`src/rtl/alu_issue_pkg.sv`:
```
// +----------------------------------------------------------------------------+
// | Module      : alu_issue_pkg                                                |
// | Description : Shared types for the ALU issue controller.                   |
// | Revision    : 1.0                                                          |
// +----------------------------------------------------------------------------+
`default_nettype none

package alu_issue_pkg;

  typedef enum logic [1:0] {
    ALUOP_MEM    = 2'b00,
    ALUOP_BRANCH = 2'b01,
    ALUOP_RTYPE  = 2'b10,
    ALUOP_ITYPE  = 2'b11
  } aluop_e;

  typedef enum logic [3:0] {
    OP_AND = 4'b0000,
    OP_OR  = 4'b0001,
    OP_ADD = 4'b0010,
    OP_XOR = 4'b0011,
    OP_SUB = 4'b0100,
    OP_SLT = 4'b0101,
    OP_SLL = 4'b0110,
    OP_SRL = 4'b0111,
    OP_BEQ = 4'b1000,
    OP_SRA = 4'b1001,
    OP_BNE = 4'b1010
  } alu_opcode_e;

  typedef enum logic [1:0] {
    ST_IDLE  = 2'd0,
    ST_ISSUE = 2'd1,
    ST_RESP  = 2'd2
  } state_e;

endpackage

`default_nettype wire

```
`src/rtl/alu_op_decode.sv`:
```
// +----------------------------------------------------------------------------+
// | Module      : alu_op_decode                                                |
// | Description : Maps ALUOp class / funct3 / funct7[5] to the ALU Operation.  |
// | Revision    : 1.0                                                          |
// +----------------------------------------------------------------------------+
`default_nettype none

module alu_op_decode
  import alu_issue_pkg::*;
(
  input  logic [1:0] aluop,
  input  logic [2:0] funct3,
  input  logic       funct7b5,
  output logic [3:0] op,
  output logic       illegal,
  output logic       invert_taken,
  output logic       is_branch
);

  always_comb begin
    op           = OP_ADD;
    illegal      = 1'b0;
    invert_taken = 1'b0;
    is_branch    = 1'b0;
    case (aluop)
      ALUOP_MEM: op = OP_ADD;
      ALUOP_BRANCH: begin
        is_branch = 1'b1;
        case (funct3)
          3'b000:  op = OP_BEQ;
          3'b001:  op = OP_BNE;
          3'b100:  op = OP_SLT;
          // BGE reuses SLT and inverts the outcome
          3'b101: begin
            op           = OP_SLT;
            invert_taken = 1'b1;
          end
          default: begin
            op      = OP_ADD;
            illegal = 1'b1;
          end
        endcase
      end
      default: begin
        case (funct3)
          3'b000:  op = (aluop == ALUOP_RTYPE && funct7b5) ? OP_SUB : OP_ADD;
          3'b111:  op = OP_AND;
          3'b110:  op = OP_OR;
          3'b100:  op = OP_XOR;
          3'b010:  op = OP_SLT;
          3'b001:  op = OP_SLL;
          3'b101:  op = funct7b5 ? OP_SRA : OP_SRL;
          default: begin
            op      = OP_ADD;
            illegal = 1'b1;
          end
        endcase
      end
    endcase
  end

endmodule

`default_nettype wire

```
`src/rtl/alu_issue_ctrl.sv`:
```
// +----------------------------------------------------------------------------+
// | Module      : alu_issue_ctrl                                               |
// | Description : Execute-stage initiator: decodes a request, drives the ALU   |
// |               from registers and returns the result over valid/ready.      |
// |               ALU_ISSUE_OVERLAP_EN lets a new request be accepted on the   |
// |               response handshake edge.                                     |
// | Revision    : 1.0                                                          |
// +----------------------------------------------------------------------------+
`default_nettype none

module alu_issue_ctrl
  import alu_issue_pkg::*;
#(
  parameter int DATA_WIDTH    = 32,
  parameter int OPCODE_LENGTH = 4,
  parameter int TAG_WIDTH     = 5
) (
  input  logic                     clk,
  input  logic                     rst_n,
  input  logic                     req_valid,
  output logic                     req_ready,
  input  logic [1:0]               req_aluop,
  input  logic [2:0]               req_funct3,
  input  logic                     req_funct7b5,
  input  logic [DATA_WIDTH-1:0]    req_srca,
  input  logic [DATA_WIDTH-1:0]    req_srcb,
  input  logic [TAG_WIDTH-1:0]     req_tag,
  output logic [DATA_WIDTH-1:0]    alu_srca,
  output logic [DATA_WIDTH-1:0]    alu_srcb,
  output logic [OPCODE_LENGTH-1:0] alu_op,
  input  logic [DATA_WIDTH-1:0]    alu_result,
  output logic                     resp_valid,
  input  logic                     resp_ready,
  output logic [DATA_WIDTH-1:0]    resp_result,
  output logic                     resp_taken,
  output logic                     resp_illegal,
  output logic [TAG_WIDTH-1:0]     resp_tag
);

  state_e                 r_state;
  logic [TAG_WIDTH-1:0]   r_tag;
  logic                   r_illegal;
  logic                   r_invert;
  logic                   r_branch;

  logic [3:0]             w_op;
  logic                   w_illegal;
  logic                   w_invert;
  logic                   w_branch;
  logic                   w_accept;

  alu_op_decode u_decode (
    .aluop        (req_aluop),
    .funct3       (req_funct3),
    .funct7b5     (req_funct7b5),
    .op           (w_op),
    .illegal      (w_illegal),
    .invert_taken (w_invert),
    .is_branch    (w_branch)
  );

`ifdef ALU_ISSUE_OVERLAP_EN
  assign req_ready = rst_n && ((r_state == ST_IDLE) || (r_state == ST_RESP && resp_ready));
`else
  assign req_ready = rst_n && (r_state == ST_IDLE);
`endif

  assign w_accept = req_valid && req_ready;

  always_ff @(posedge clk or negedge rst_n) begin
    if (!rst_n) begin
      r_state      <= ST_IDLE;
      r_tag        <= '0;
      r_illegal    <= 1'b0;
      r_invert     <= 1'b0;
      r_branch     <= 1'b0;
      alu_srca     <= '0;
      alu_srcb     <= '0;
      alu_op       <= '0;
      resp_valid   <= 1'b0;
      resp_result  <= '0;
      resp_taken   <= 1'b0;
      resp_illegal <= 1'b0;
      resp_tag     <= '0;
    end else begin
      // alu_* hold from one accept to the next
      if (w_accept) begin
        alu_srca  <= req_srca;
        alu_srcb  <= req_srcb;
        alu_op    <= OPCODE_LENGTH'(w_op);
        r_tag     <= req_tag;
        r_illegal <= w_illegal;
        r_invert  <= w_invert;
        r_branch  <= w_branch;
      end
      case (r_state)
        ST_IDLE: begin
          if (w_accept) r_state <= ST_ISSUE;
        end
        ST_ISSUE: begin
          resp_result  <= alu_result;
          resp_taken   <= r_branch && !r_illegal && (alu_result[0] ^ r_invert);
          resp_illegal <= r_illegal;
          resp_tag     <= r_tag;
          resp_valid   <= 1'b1;
          r_state      <= ST_RESP;
        end
        ST_RESP: begin
          if (resp_ready) begin
            resp_valid <= 1'b0;
            r_state    <= w_accept ? ST_ISSUE : ST_IDLE;
          end
        end
        default: r_state <= ST_IDLE;
      endcase
    end
  end

endmodule

`default_nettype wire
```
`config.mk`:
```
export PLATFORM = sky130hd
export DESIGN_NAME = alu_issue_ctrl
export DESIGN_NICKNAME = d
export VERILOG_FILES = /design/src/rtl/alu_issue_pkg.sv /design/src/rtl/alu_op_decode.sv /design/src/rtl/alu_issue_ctrl.sv
export SDC_FILE = /design/constraint.sdc
export NUM_CORES = 1
export LEC_CHECK = 0
export BUFFER_PORTS_ARGS = -buffer_cell sky130_fd_sc_hd__buf_2
export CAP_MARGIN = 20
export CORE_ASPECT_RATIO = 1.2
export CORE_MARGIN = 3
export CORE_UTILIZATION = 25
export DETAILED_ROUTE_END_ITERATION = 7
export GPL_ROUTABILITY_DRIVEN = 1
export PLACE_DENSITY = 0.55
export SYNTH_ARGS = -nofsm -noshare
export SYNTH_HDL_FRONTEND = slang
export SYNTH_SLANG_ARGS = --single-unit
```
`constraint.sdc`:
```
create_clock -name clk -period 1.79 [get_ports clk]
set_clock_uncertainty 0.15 [all_clocks]
set_input_delay 0.358 -clock clk [delete_from_list [all_inputs] [get_ports clk]]
set_output_delay 0.358 -clock clk [all_outputs]
set_load 0.01 [all_outputs]
```
==> metrics list <==
- Buffers inserted during clock tree synthesis total 17.
- Gpl congestion: 0.748
- Of the synthesized area, sequential elements account for 0.636.
- Post-synth ARST share: 1.00
- Port buffering added 219 buffers.
- Final-layout setup total negative slack: 0 ns
- Yosys printed 0 warnings.
- Among all flip-flop cells after synthesis, the most frequent one is sky130_fd_sc_hd__dfrtp_1.
- Final period util: 0.957
* Latest clock arrival within the worst-skew pair: 0.41 ns
* Peak clock frequency supported by timing: 0.584 GHz
- Max-slew headroom: 0.546
- Number of top-level pins: 220
- Top post-synthesis cells by area: sky130_fd_sc_hd__dfrtp_1 (64%), sky130_fd_sc_hd__nand2_1 (17%), sky130_fd_sc_hd__mux2_2 (9.0%), sky130_fd_sc_hd__buf_6 (2.9%), sky130_fd_sc_hd__o21ai_0 (0.65%)
- After detailed routing, the number of vias per cell comes to 4.20.
- Counting flops with a built-in enable in the synthesized netlist gives 0.
- Number of search-and-repair iterations in the first detailed-routing pass: 4
- The tree built by TritonCTS fans out to 118 sinks.
* Die outline height: 155 microns
- Diodes inserted: 0
- Yosys top cell by area: sky130_fd_sc_hd__dfrtp_1
* Critical path's largest stage delay: 0.44 ns
- Overall power consumption: 9.87 mW
* Via count of the first global-routing pass: 4007
* Cell with the most instances after synthesis: sky130_fd_sc_hd__nand2_1
- Syn-to-layout area delta: 58.0%
- Vias after detailed routing: 4027
* Slowest CP cell: sky130_fd_sc_hd__dfrtp_2
* Maximum clock insertion buffer count: 2
- Clock edge transition at the registers on the reported setup and hold paths: 0.05 ns
* Overflow left after global routing: 0
- The region available for standard cell placement spans 17800 sq um.
- Global-route wire length before repair: 20.3 mm
- Worst ir drop on vdd: 608 uV
- The synthesized design contains 118 register bits.
- The worst setup path is captured at an output port.
- Clock tree from TritonCTS: done
- Before CTS, the worst setup slack after placement is 0.173 ns.
* Post-route ant nets: 0
- Crit. Startpoint: r_state[0]$_DFFE_PN0P_
- In the final layout, flip-flops and latches occupy 2950 sq um.
- Total placed instance area: 5980 sq um
- Maximum fanout count along the critical path: 4
- The worst hold path begins at alu_result[30].
* Share of cells above drive strength 1: 0.409
- The final layout contains 837 nets.
- Cell count after synthesis: 431
- Largest net degree at the start of global routing: 119
- Dividing total power by cell area gives a power density of 1350 nW/um^2.
* Overall fraction of global-route tracks in use: 0.128
- Data arrival at the endpoint of the critical path: 1.20 ns
- Post-layout minimum cycle time: 1.71 ns
- For the worst setup path, the data required time is 1.28 ns.
- Average wire length per cell after detail routing: 13.6 microns
* Worst Slack Setup Final: 0.0772 ns
- The die covers 20200 sq um.
- For the pin with the worst max-slew slack, the measured transition is 0.682 ns.
- The initial utilization of the core area, before any placement, comes to 0.260.
- Top-area cell type share of the netlist area: 0.636
- The startpoint identified for the worst register-to-register timing path is r_state[0]$_DFFE_PN0P_.
- After detailed routing, the number of remaining DRC violations is 0.
* RSZ-0062 raised after global routing: no
* CTS root buffer: sky130_fd_sc_hd__clkbuf_16
* Placed wire-length estimate: 8.51 mm
- Cell-by-cell trace of the critical path: nor3b_4 > buf_4
- Number of core rows: 53
- The worst setup path is of the reg2out kind.
* Startpoint type of the worst setup path: flop
- The hold violation count in the final report was 0.
* Maxcap violations: 0
- After synthesis, the mean cell area works out to 10.8 sq um.
- Run status: finished, final reports clean
* Setup-failing EPs final: 0
* Mapped Area: 4640 sq um
* Number of library cell types mapped by synthesis: 30
* Total length of routed wires: 13.0 mm
* LEAKAGE: 3.88 nW
* Filler instances: 1685
- Die outline width: 130 microns
- After synthesis, the most frequently instantiated cells are sky130_fd_sc_hd__nand2_1 (214), sky130_fd_sc_hd__dfrtp_1 (118), sky130_fd_sc_hd__mux2_2 (37).
* Post-Layout Inst Area: 7330 sq um
* Area of the multi-input gates: 1500 sq um
- H-tree depth: 4
- Number of DRC markers after the initial detailed-route iteration: 171
- Antenna violations before repair: 0
- The min-delay analysis places its worst path in the category in2reg.
- The final max-slew violation count is 0.
- Synthesis produced a netlist with a net count of 542.
==> final cells by class <==
cell class / count / share of cell area
Clock buffer: 23 / 0.0638
Sequential cell: 118 / 0.403
Timing Repair Buffer: 298 / 0.265
Tap cell: 220 / 0.0375
Inverter: 4 / 0.00239
Clock inverter: 9 / 0.0235
Multi-Input combinational cell: 287 / 0.205
==> critical path: cells and delay by family (launching register included) <==
family                 cells  cell delay (ns)
DFF                        1             0.44
and+or+nand+nor            1             0.19
buffers and inverters      1             0.16
==> cells in the final DEF, fill, tap and decap left out, types with 2 or more instances in the layout <==
cell	count
sky130_fd_sc_hd__clkbuf_8	2
sky130_fd_sc_hd__buf_12	6
sky130_fd_sc_hd__o21ai_0	6
sky130_fd_sc_hd__clkbuf_1	4
sky130_fd_sc_hd__nor3b_1	3
sky130_fd_sc_hd__a31oi_1	2
sky130_fd_sc_hd__nor2_1	2
sky130_fd_sc_hd__inv_1	3
sky130_fd_sc_hd__a21oi_1	4
sky130_fd_sc_hd__clkbuf_16	17
sky130_fd_sc_hd__dlygate4sd3_1	70
sky130_fd_sc_hd__mux2_2	37
sky130_fd_sc_hd__buf_2	217
sky130_fd_sc_hd__dfrtp_1	117
sky130_fd_sc_hd__o31ai_2	2
sky130_fd_sc_hd__nand2_1	214
sky130_fd_sc_hd__bufinv_16	5
sky130_fd_sc_hd__clkinv_2	3
sky130_fd_sc_hd__buf_4	5
==> flip-flops by register name, indices dropped and copies added, names as in the netlist <==
register,count
alu_srca,32
alu_srcb,32
resp_result,32
r_tag,5
resp_tag,5
alu_op,4
r_state,2
r_branch,1
r_illegal,1
r_invert,1
resp_illegal,1
resp_taken,1
resp_valid,1
==> path summary, 6_finish.rpt <==
path | slack [ns] | cells past startpoint | to
worst max-delay path | 0.08 | 2 | req_ready
worst min-delay path | 0.03 | 2 | resp_result[30]$_DFFE_PN0P_
worst max register to register | 0.14 | 7 | alu_srcb[12]$_DFFE_PN0P_
worst min register to register | 0.32 | 2 | r_tag[2]$_DFFE_PN0P_
max in group asynchronous | 0.47 | 3 | alu_op[2]$_DFFE_PN0P_
min in group asynchronous | 0.47 | 3 | resp_result[6]$_DFFE_PN0P_
==> per-layer routing <==
metal,share of wire,vias to the layer above,GRT usage
met3,0.076,15,0.0440
met4,0.017,0,0.0505
met1,0.40,1889,0.145
met2,0.51,159,0.221
met5,0,-,0
li1,-,1964,-
==> report_power, final <==
| group | total, mW | switching (mW) | internal (mW) |
|---|---|---|---|
| sequential | 3.79 | 0.375 | 3.41 |
| clock | 3.73 | 1.19 | 2.54 |
| combinational | 2.36 | 1.21 | 1.15 |
| total | 9.87 | 2.77 | 7.10 |
==> through the flow <==
step | utilization | cells | hold slack, ns
CTS | 0.411 | 959 | 0.00366
global route | 0.411 | 959 | 0.0130
finish | 0.411 | 959 | 0.0283
floorplan | - | 431 | -0.0876
detailed placement | 0.335 | 856 | 0.307
global placement | 0.335 | 856 | 0.304
==> logic make-up (layout without fill, tap and decap cells) <==
| logic type | after synthesis | in the layout | share of synthesized area |
|---|---|---|---|
| simple gates | 228 | 228 | 0.199 |
| mux | 38 | 38 | 0.0922 |
| xor+xnor | 1 | 1 | 0.00189 |
| compound gates | 20 | 20 | 0.0294 |
| flops | 118 | 118 | 0.636 |
| buf+inv | 26 | 334 | 0.0418 |
==> what timing repair did <==
item / 4_1_cts / 5_1_grt
hold endpoints to repair: 187 / 0
cloned: 0 / 0
buffers inserted: 1 / 0
gates resized for setup: 1 / 1
hold buffers: 70 / 0
setup endpoints to repair: 1 / 1
pin swaps: 1 / 0
No activity file was read; power rests on OpenSTA's default activity.
